## config.mk

```make
export PLATFORM = sky130hd
export DESIGN_NAME = btb_update_scheduler
export DESIGN_NICKNAME = d
export VERILOG_FILES = /design/src/rtl/btb_pkg.sv /design/src/rtl/btb_upd_fifo.sv /design/src/rtl/btb_update_scheduler.sv
export SDC_FILE = /design/constraint.sdc
export NUM_CORES = 1
export LEC_CHECK = 0
export CAP_MARGIN = 20
export CELL_PAD_IN_SITES_DETAIL_PLACEMENT = 0
export CELL_PAD_IN_SITES_GLOBAL_PLACEMENT = 1
export CORE_MARGIN = 3
export CORE_UTILIZATION = 49
export CTS_BUF_LIST = sky130_fd_sc_hd__clkbuf_8 sky130_fd_sc_hd__clkbuf_16
export CTS_CLUSTER_SIZE = 24
export DETAILED_ROUTE_END_ITERATION = 16
export GPL_TIMING_DRIVEN = 0
export PLACE_DENSITY_LB_ADDON = 0.1
export RECOVER_POWER = 50
export SLEW_MARGIN = 40
export SYNTH_ARGS = -nofsm -noshare
export SYNTH_HDL_FRONTEND = slang
export SYNTH_HIERARCHICAL = 1
export SYNTH_SLANG_ARGS = --single-unit
```

## constraint.sdc

```tcl
create_clock -name clk -period 12.3 [get_ports clk]
set_input_delay 2.46 -clock clk [delete_from_list [all_inputs] [get_ports clk]]
set_output_delay 2.46 -clock clk [all_outputs]
set_load 0.1 [all_outputs]
```

## src/rtl/btb_pkg.sv

```systemverilog
// Shared types and constants for the BTB update path.
package btb_pkg;

  localparam logic [1:0] BTB_DIRECT   = 2'b00;
  localparam logic [1:0] BTB_CALL     = 2'b01;
  localparam logic [1:0] BTB_RETURN   = 2'b10;
  localparam logic [1:0] BTB_INDIRECT = 2'b11;

  localparam int BTB_IDX_W = 6;

  // One pending BTB write: branch PC, resolved target and branch type.
  typedef struct packed {
    logic [31:0] pc;
    logic [31:0] bta;
    logic [1:0]  btype;
  } btb_upd_t;

  typedef enum logic {
    ST_RUN = 1'b0,
    ST_INV = 1'b1
  } btb_state_e;

endpackage

```

## src/rtl/btb_upd_fifo.sv

```systemverilog
// Dual-push, single-pop FIFO of pending BTB updates. push0 is placed ahead
// of push1; flush empties the queue and dominates any push or pop.
module btb_upd_fifo
  import btb_pkg::*;
#(
  parameter int DEPTH = 4
) (
  input  logic                   clk,
  input  logic                   resetn,
  input  logic                   flush,
  input  logic                   push0,
  input  btb_upd_t               push0_data,
  input  logic                   push1,
  input  btb_upd_t               push1_data,
  input  logic                   pop,
  output btb_upd_t               head,
  output logic [$clog2(DEPTH):0] count
);

  localparam int AW = $clog2(DEPTH);
  localparam int CW = AW + 1;

  btb_upd_t       mem [DEPTH];
  logic [AW-1:0]  wr_ptr;
  logic [AW-1:0]  rd_ptr;
  logic [AW-1:0]  wr_ptr1;

  // Slot 1 lands behind slot 0 when both push, otherwise at the write pointer.
  assign wr_ptr1 = wr_ptr + AW'(push0);
  assign head    = mem[rd_ptr];

  // Pointer and occupancy bookkeeping; count moves by the net push/pop amount.
  always_ff @(posedge clk) begin
    if (!resetn || flush) begin
      wr_ptr <= '0;
      rd_ptr <= '0;
      count  <= '0;
    end else begin
      wr_ptr <= wr_ptr + AW'(push0) + AW'(push1);
      rd_ptr <= rd_ptr + AW'(pop);
      count  <= count + CW'(push0) + CW'(push1) - CW'(pop);
    end
  end

  // Entry storage; contents are only meaningful between the pointers.
  always_ff @(posedge clk) begin
    if (push0) mem[wr_ptr]  <= push0_data;
    if (push1) mem[wr_ptr1] <= push1_data;
  end

endmodule

```

## src/rtl/btb_update_scheduler.sv

```systemverilog
// Collects resolved branches from two commit slots, filters and merges them,
// queues them and drains one per cycle into the single-port BTB write port,
// yielding briefly to fetch lookups of the same set. Also sequences a full
// BTB invalidate walk on request.
module btb_update_scheduler
  import btb_pkg::*;
#(
  parameter int DEPTH    = 4,
  parameter int IDX_W    = BTB_IDX_W,
  parameter int HOLD_MAX = 2
) (
  input  logic             clk,
  input  logic             resetn,
  input  logic             in0_valid,
  input  logic [31:0]      in0_pc,
  input  logic [31:0]      in0_target,
  input  logic [1:0]       in0_type,
  input  logic             in0_taken,
  input  logic             in1_valid,
  input  logic [31:0]      in1_pc,
  input  logic [31:0]      in1_target,
  input  logic [1:0]       in1_type,
  input  logic             in1_taken,
  output logic             in_ready,
  input  logic             fetch_valid,
  input  logic [31:0]      fetch_pc,
  input  logic             inv_req,
  output logic             inv_busy,
  output logic             upd_en,
  output logic [31:0]      upd_pc,
  output logic [31:0]      upd_bta,
  output logic [1:0]       upd_type,
  output logic             inv_en,
  output logic [IDX_W-1:0] inv_index
);

  localparam int CW = $clog2(DEPTH) + 1;
  localparam int HW = $clog2(HOLD_MAX + 2);

  btb_state_e    state;
  logic [CW-1:0] count;
  btb_upd_t      head;
  logic [HW-1:0] hold;
  logic          elig0, elig1, dup;
  logic          push0, push1, pop;
  logic          conflict, non_empty;
  logic          unused_fetch_hi;

  // Upper fetch PC bits do not select a set.
  assign unused_fetch_hi = ^fetch_pc[31:IDX_W];

  // A not-taken direct branch leaves the BTB unchanged, so it is not queued.
  assign elig0 = in0_valid && (in0_taken || in0_type != BTB_DIRECT);
  assign elig1 = in1_valid && (in1_taken || in1_type != BTB_DIRECT);
  assign dup   = elig0 && elig1 && (in0_pc == in1_pc);

  // Two free entries are required so a full pair can always be taken.
  assign in_ready = (state == ST_RUN) && (count <= CW'(DEPTH - 2));
  assign push0    = in_ready && !inv_req && elig0 && !dup;
  assign push1    = in_ready && !inv_req && elig1;

  assign non_empty = (count != '0);
  assign conflict  = fetch_valid && (fetch_pc[IDX_W-1:0] == head.pc[IDX_W-1:0]);
  assign pop       = (state == ST_RUN) && !inv_req && non_empty &&
                     (!conflict || hold == HW'(HOLD_MAX));
  assign inv_busy  = (state == ST_INV);

  btb_upd_fifo #(.DEPTH(DEPTH)) u_fifo (
    .clk        (clk),
    .resetn     (resetn),
    .flush      (inv_req),
    .push0      (push0),
    .push0_data ({in0_pc, in0_target, in0_type}),
    .push1      (push1),
    .push1_data ({in1_pc, in1_target, in1_type}),
    .pop        (pop),
    .head       (head),
    .count      (count)
  );

  // Counts consecutive deferrals of the current head; cleared on pop or invalidate.
  always_ff @(posedge clk) begin
    if (!resetn || state != ST_RUN || inv_req || pop) begin
      hold <= '0;
    end else if (non_empty) begin
      hold <= hold + HW'(1);
    end
  end

  // RUN/INV sequencer; inv_index doubles as the walk counter.
  always_ff @(posedge clk) begin
    if (!resetn) begin
      state     <= ST_RUN;
      inv_en    <= 1'b0;
      inv_index <= '0;
    end else if (inv_req) begin
      state     <= ST_INV;
      inv_en    <= 1'b1;
      inv_index <= '0;
    end else if (state == ST_INV) begin
      if (inv_index == '1) begin
        state  <= ST_RUN;
        inv_en <= 1'b0;
      end else begin
        inv_en    <= 1'b1;
        inv_index <= inv_index + IDX_W'(1);
      end
    end else begin
      inv_en <= 1'b0;
    end
  end

  // BTB write port: strobe follows a pop, data holds its last value otherwise.
  always_ff @(posedge clk) begin
    if (!resetn) begin
      upd_en   <= 1'b0;
      upd_pc   <= '0;
      upd_bta  <= '0;
      upd_type <= '0;
    end else begin
      upd_en <= pop;
      if (pop) begin
        upd_pc   <= head.pc;
        upd_bta  <= head.bta;
        upd_type <= head.btype;
      end
    end
  end

endmodule
```

=== Word-level counts from Yosys, hierarchy flattened ===
Memory sizes are Yosys's and may differ from the RTL's. A register that Yosys moved wholly into a read port is not among the register bits.
Cells that the tools add are included.

* Flip-flop bits (word level): 83
* RAM bits: 264
* Input port bits: 172
* Output and inout port bits: 76
* Word-level logic and storage cells: 64
* Memories: 1

{| class="wikitable"
|+ Memories
! memory !! depth !! bits a word !! rd ports !! clocked after memory_dff !! wr ports !! RTL line !! RTL
|-
| u_fifo.mem || 4 || 66 || 1 || 1 || 2 || btb_upd_fifo.sv:23 || <nowiki>btb_upd_t mem [DEPTH];</nowiki>
|}

* Add/sub/neg operators: 8
* Magnitude comparators: 1
* Equal/unequal tests: 4
* Mux-type cells: 8
* Bitwise logic cells: 3
* Reduce and logical (&&, ||, !) cells: 29

{| class="wikitable"
|+ Operator list
! kind !! number
|-
| == test 32 bit || 1
|-
| logical AND 1 bit || 13
|-
| logical OR 1 bit || 7
|-
| 2-to-1 mux 1 bit || 7
|-
| adder 2 x 1 -> 2 bit || 3
|-
| adder 3 x 1 -> 3 bit || 2
|-
| adder 6 x 1 -> 6 bit (second input constant) || 1
|-
| == test 6 bit || 1
|-
| == test 6 bit (second input constant) || 1
|-
| logical NOT 1 bit || 4
|-
| nonzero test 2 bit || 2
|-
| less-or-equal comparator 3 x 2 -> 1 bit (second input constant) || 1
|-
| inverter 1 bit || 3
|-
| nonzero test 3 bit || 1
|-
| subtractor 3 x 1 -> 3 bit || 1
|-
| adder 2 x 1 -> 2 bit (second input constant) || 1
|-
| == test 2 bit (second input constant) || 1
|-
| 2-to-1 mux 2 bit || 1
|-
| AND reduction 2 bit || 1
|-
| OR reduction 2 bit || 1
|}

=== Depth between registers and ports, before layout ===
* Depth after elaboration: 10
* Mapped depth: 15
* Depth with buffers taken out: 13

=== By module ===
Netlist, hierarchy kept.

{| class="wikitable"
|+ By module, submodules not included
! module !! instances !! cells each !! area an instance (µm²) !! seq. area each (µm²)
|-
| btb_upd_fifo || 1 || 680 || 13071.3 || 8067.7
|-
| btb_update_scheduler || 1 || 315 || 3419.5 || 1521.5
|}

=== Worst setup path after synthesis ===
Ideal clock, no wire load.

* Path kind: reg-to-reg
* Start: register state (netlist: inv_busy)
* End: memory u_fifo/mem[1][0] (netlist name), enable pin
* Setup time: 0.581 ns
* Arrival time: 8.931 ns
* Required time: 11.719 ns
* Setup slack: 2.788 ns
* Stages on the path, launching flop included: 6
* Path buffers: 0
* Period minus slack after synthesis: 9.512 ns
* Cells stage by stage: dfxtp_1 a211oi_1 nor4b_1 ha_1 xor2_2 o21ai_0

{| class="wikitable"
|+ RTL lines
! item !! RTL line !! RTL
|-
| start: declaration || btb_update_scheduler.sv:40 || <nowiki>btb_state_e state;</nowiki>
|-
| start signal: assignment || btb_update_scheduler.sv:93 || <nowiki>state <= ST_RUN;</nowiki>
|-
| start signal: assignment || btb_update_scheduler.sv:97 || <nowiki>state <= ST_INV;</nowiki>
|-
| start signal: assignment || btb_update_scheduler.sv:102 || <nowiki>state <= ST_RUN;</nowiki>
|-
| end: declaration || btb_upd_fifo.sv:23 ||
|}

==> results.json <==
{
  "status": "finished, violations left",
  "violations": "capacitance limit, slew limit",
  "seqPwrFrac": 0.482,
  "nets": 1459,
  "worst_pin_slew_ns": 1.54,
  "cts_resized": 0,
  "synth_largest_area_cell": "edfxtp_1",
  "clkPwrFrac": 0.388,
  "post_drt_wl_per_cell_um": 23.1,
  "synthSimpleGateAreaFrac": 0.0420,
  "cts_setup_buffers": 0,
  "hold-path-endpoint": "upd_pc[4]$_SDFFE_PN0P_",
  "die_h_um": 189,
  "htreeDepth": 2,
  "yosys-top-cells-count": "edfxtp_1 (264), mux2_2 (264), dfxtp_1 (83)",
  "p_leak_nw": 6.56,
  "slew_headroom": -0.0396,
  "rsz0062_at_grt": "no",
  "synthesis.area_mm2": 0.0165,
  "fin_crit_sh": 0.676,
  "setup_viol": 0,
  "synth.distinct_cells": 38,
  "vias_per_cell": 5.50,
  "setup_ws_ns": 3.99,
  "rr_startpoint": "inv_busy$_SDFF_PN0_",
  "p_int_w": 0.00206,
  "first_iter_violations": 545,
  "worstSetupStartpointType": "input port",
  "synthesis.nets": 1175,
  "synth_flop_cell": "edfxtp_1",
  "switching_power_w": 0.000676,
  "synthAdderAreaFrac": 0.00698,
  "cts-hold-fix-buffers": 0,
  "syn_area_per_cell_um2": 16.6,
  "rrSetupSlack_ns": 6.77,
  "holdPathStages": 2,
  "crit_type": "in -> reg",
  "ff2ff_path_depth": 8,
  "num_vias": 9635,
  "p_comb_frac": 0.130,
  "die_area_mm2": 0.0359,
  "crit_required_ns": 12.52,
  "dp.cells": 1680,
  "io_buffer_count": 221,
  "cts_tree": "done",
  "fp.dieW_um": 189,
  "hp-class": "reg -> reg",
  "synthArstFlopShare": 0,
  "stdcell_area_mm2": 0.0201,
  "clockRootBuffer": "clkbuf_16",
  "rows": 66,
  "grt_pass1_vias": 10200,
  "synth_compound_area_frac": 0.00508,
  "maxSlewViolCount": 10,
  "place_ws_ns": 5.34,
  "area_growth_pct": 22.0,
  "path_clk_slew_ns": 0.06,
  "synthCells": 995,
  "r2r_end": "u_fifo/mem[1][11]$_DFFE_PP_",
  "clock-sinks": 347,
  "path_max_fanout": 13,
  "place.gp.congestion": 0.788,
  "grt.overflow.total": 0,
  "worst_hold_slack_ns": 0.514,
  "wl_um": 40500,
  "p_sw_frac": 0.247,
  "clockBufferDepth": 3,
  "min_from": "upd_pc[4]$_SDFFE_PN0P_",
  "hold_viol": 0,
  "nFillCells": 2625,
  "grt_pass1_wl_um": 61800,
  "arrival_ns": 8.52,
  "yosysTopAreaCellShare": 0.481,
  "grt_usage": 0.226,
  "postRouteAntennaNets": 0,
  "fin_cells": 1752,
  "synth.area.mux_share": 0.311,
  "synth_edf_count": 264,
  "skew_ns": 0.0133,
  "synth_area_leaders": "edfxtp_1 (48%), mux2_2 (18%), dfxtp_1 (10%)",
  "critPathLaunch": "in1_type[0]",
  "seq_area_frac_synth": 0.581,
  "period_minus_slack_ns": 8.31,
  "yosys_warnings": 6,
  "antenna_found_initial": 2,
  "clkLatencyLatePin_ns": 0.53,
  "dpl_cell_area_mm2": 0.0193,
  "place_hpwl_um": 27800,
  "drive_gt1_frac": 0.322,
  "power_density_mw_per_mm2": 136,
  "synth_top_family_by_area": "multiplexers",
  "ir_worst_vdd_v": 0.000118,
  "initial_core_util": 0.502,
  "numCtsBuffers": 39,
  "cp-end-kind": "register",
  "io_pins": 248,
  "cap_violations": 1,
  "total_power_w": 0.00274,
  "ys_seq_elements": 347,
  "coreArea_mm2": 0.0329,
  "yosys.area_share.xor_xnor": 0.0270,
  "dr.pass1.iters": 5,
  "drc": 0,
  "grt_max_degree": 26,
  "fmax_mhz": 120
}
placed cells by master (no fill, tap or decap), types with 6 or more instances in the layout:
cell	count
buf_2	9
ha_1	6
buf_1	6
nor2_1	12
xor2_1	39
edfxtp_1	264
xnor2_1	11
nor4_1	11
nand2_1	7
mux2_2	263
clkbuf_16	39
mux4_2	66
buf_4	9
mux2i_1	67
inv_1	21
clkdlybuf4s50_1	141
clkbuf_1	114
dfxtp_1	83
nor2b_1	68
buf_6	10
power by group through the flow:
stage	logic (W)	clock network, W	registers, W
5_1_grt	0.000379	0.00114	0.00132
6_report	0.000356	0.00106	0.00132
3_5_place_dp	0.000366	0	0.00134
2_1_floorplan	0.000159	0	0.00142
4_1_cts	0.000368	0.00109	0.00132
3_3_place_gp	0.000361	0	0.00135
layer usage:
metal  vias up  part of all wire  track usage
met5         -           0.00032            0
li1       4424                 -            -
met3        51             0.054       0.0365
met1      4887              0.45        0.320
met2       271              0.48        0.373
met4         2             0.018       0.0492
critical path, stage by stage:
cell,delay (ns)
dlygate4sd3_1,0.64
o31ai_1,0.73
nor4_1,0.19
nor4b_1,0.94
ha_1,0.36
xor2_1,0.15
o21ai_0,1.22
clkbuf_1,0.72
clkbuf_1,0.81
buf_8,0.28
cell families (layout without fill, tap and decap cells):
logic type | count (synthesis) | in the layout
compound gates | 11 | 11
xor+xnor | 50 | 50
simple gates | 118 | 118
fa+ha+maj | 8 | 8
mux | 397 | 397
flops | 347 | 347
other cells | 0 | 1
buf+inv | 64 | 378
final cells by class:
cell class	count	area [µm²]	area share
clock buffer	44	1040	0.0519
timing repair buffer	243	2020	0.100
clock inverter	27	121	0.00603
sequential	347	9590	0.477
buffer	59	278	0.0138
multi-input combinational	584	6490	0.323
antenna	1	2.50	0.000124
tap	442	553	0.0275
inverter	5	18.8	0.000933
state kept, by name, summed over array words and instances (netlist names), 2 cells and up:
register and count:
hold 2, inv_index 6, u_fifo/count 3, u_fifo/mem 264, u_fifo/rd_ptr 2, u_fifo/wr_ptr 2, upd_bta 32, upd_pc 32
upd_type 2
metrics by stage:
stage          utilization  TNS [ns]
2_1_floorplan            -         0
3_3_place_gp         0.586   -561.11
3_5_place_dp         0.586         0
4_1_cts              0.622         0
5_1_grt              0.612         0
6_report             0.612         0
how the worst max path moves through the flow:
stage               slack (ns)  depth (start not counted)                           to
global placement         -3.04                          7  u_fifo/mem[1][42]$_DFFE_PP_
floorplan                 2.79                          5   u_fifo/mem[1][0]$_DFFE_PP_
detailed placement        5.34                         11   u_fifo/mem[3][8]$_DFFE_PP_
finish                    3.99                         10  u_fifo/mem[1][11]$_DFFE_PP_
CTS                       5.89                         13   u_fifo/mem[0][8]$_DFFE_PP_
global route              3.61                         10  u_fifo/mem[1][19]$_DFFE_PP_
Note: power is estimated with default switching activity, not from simulation.
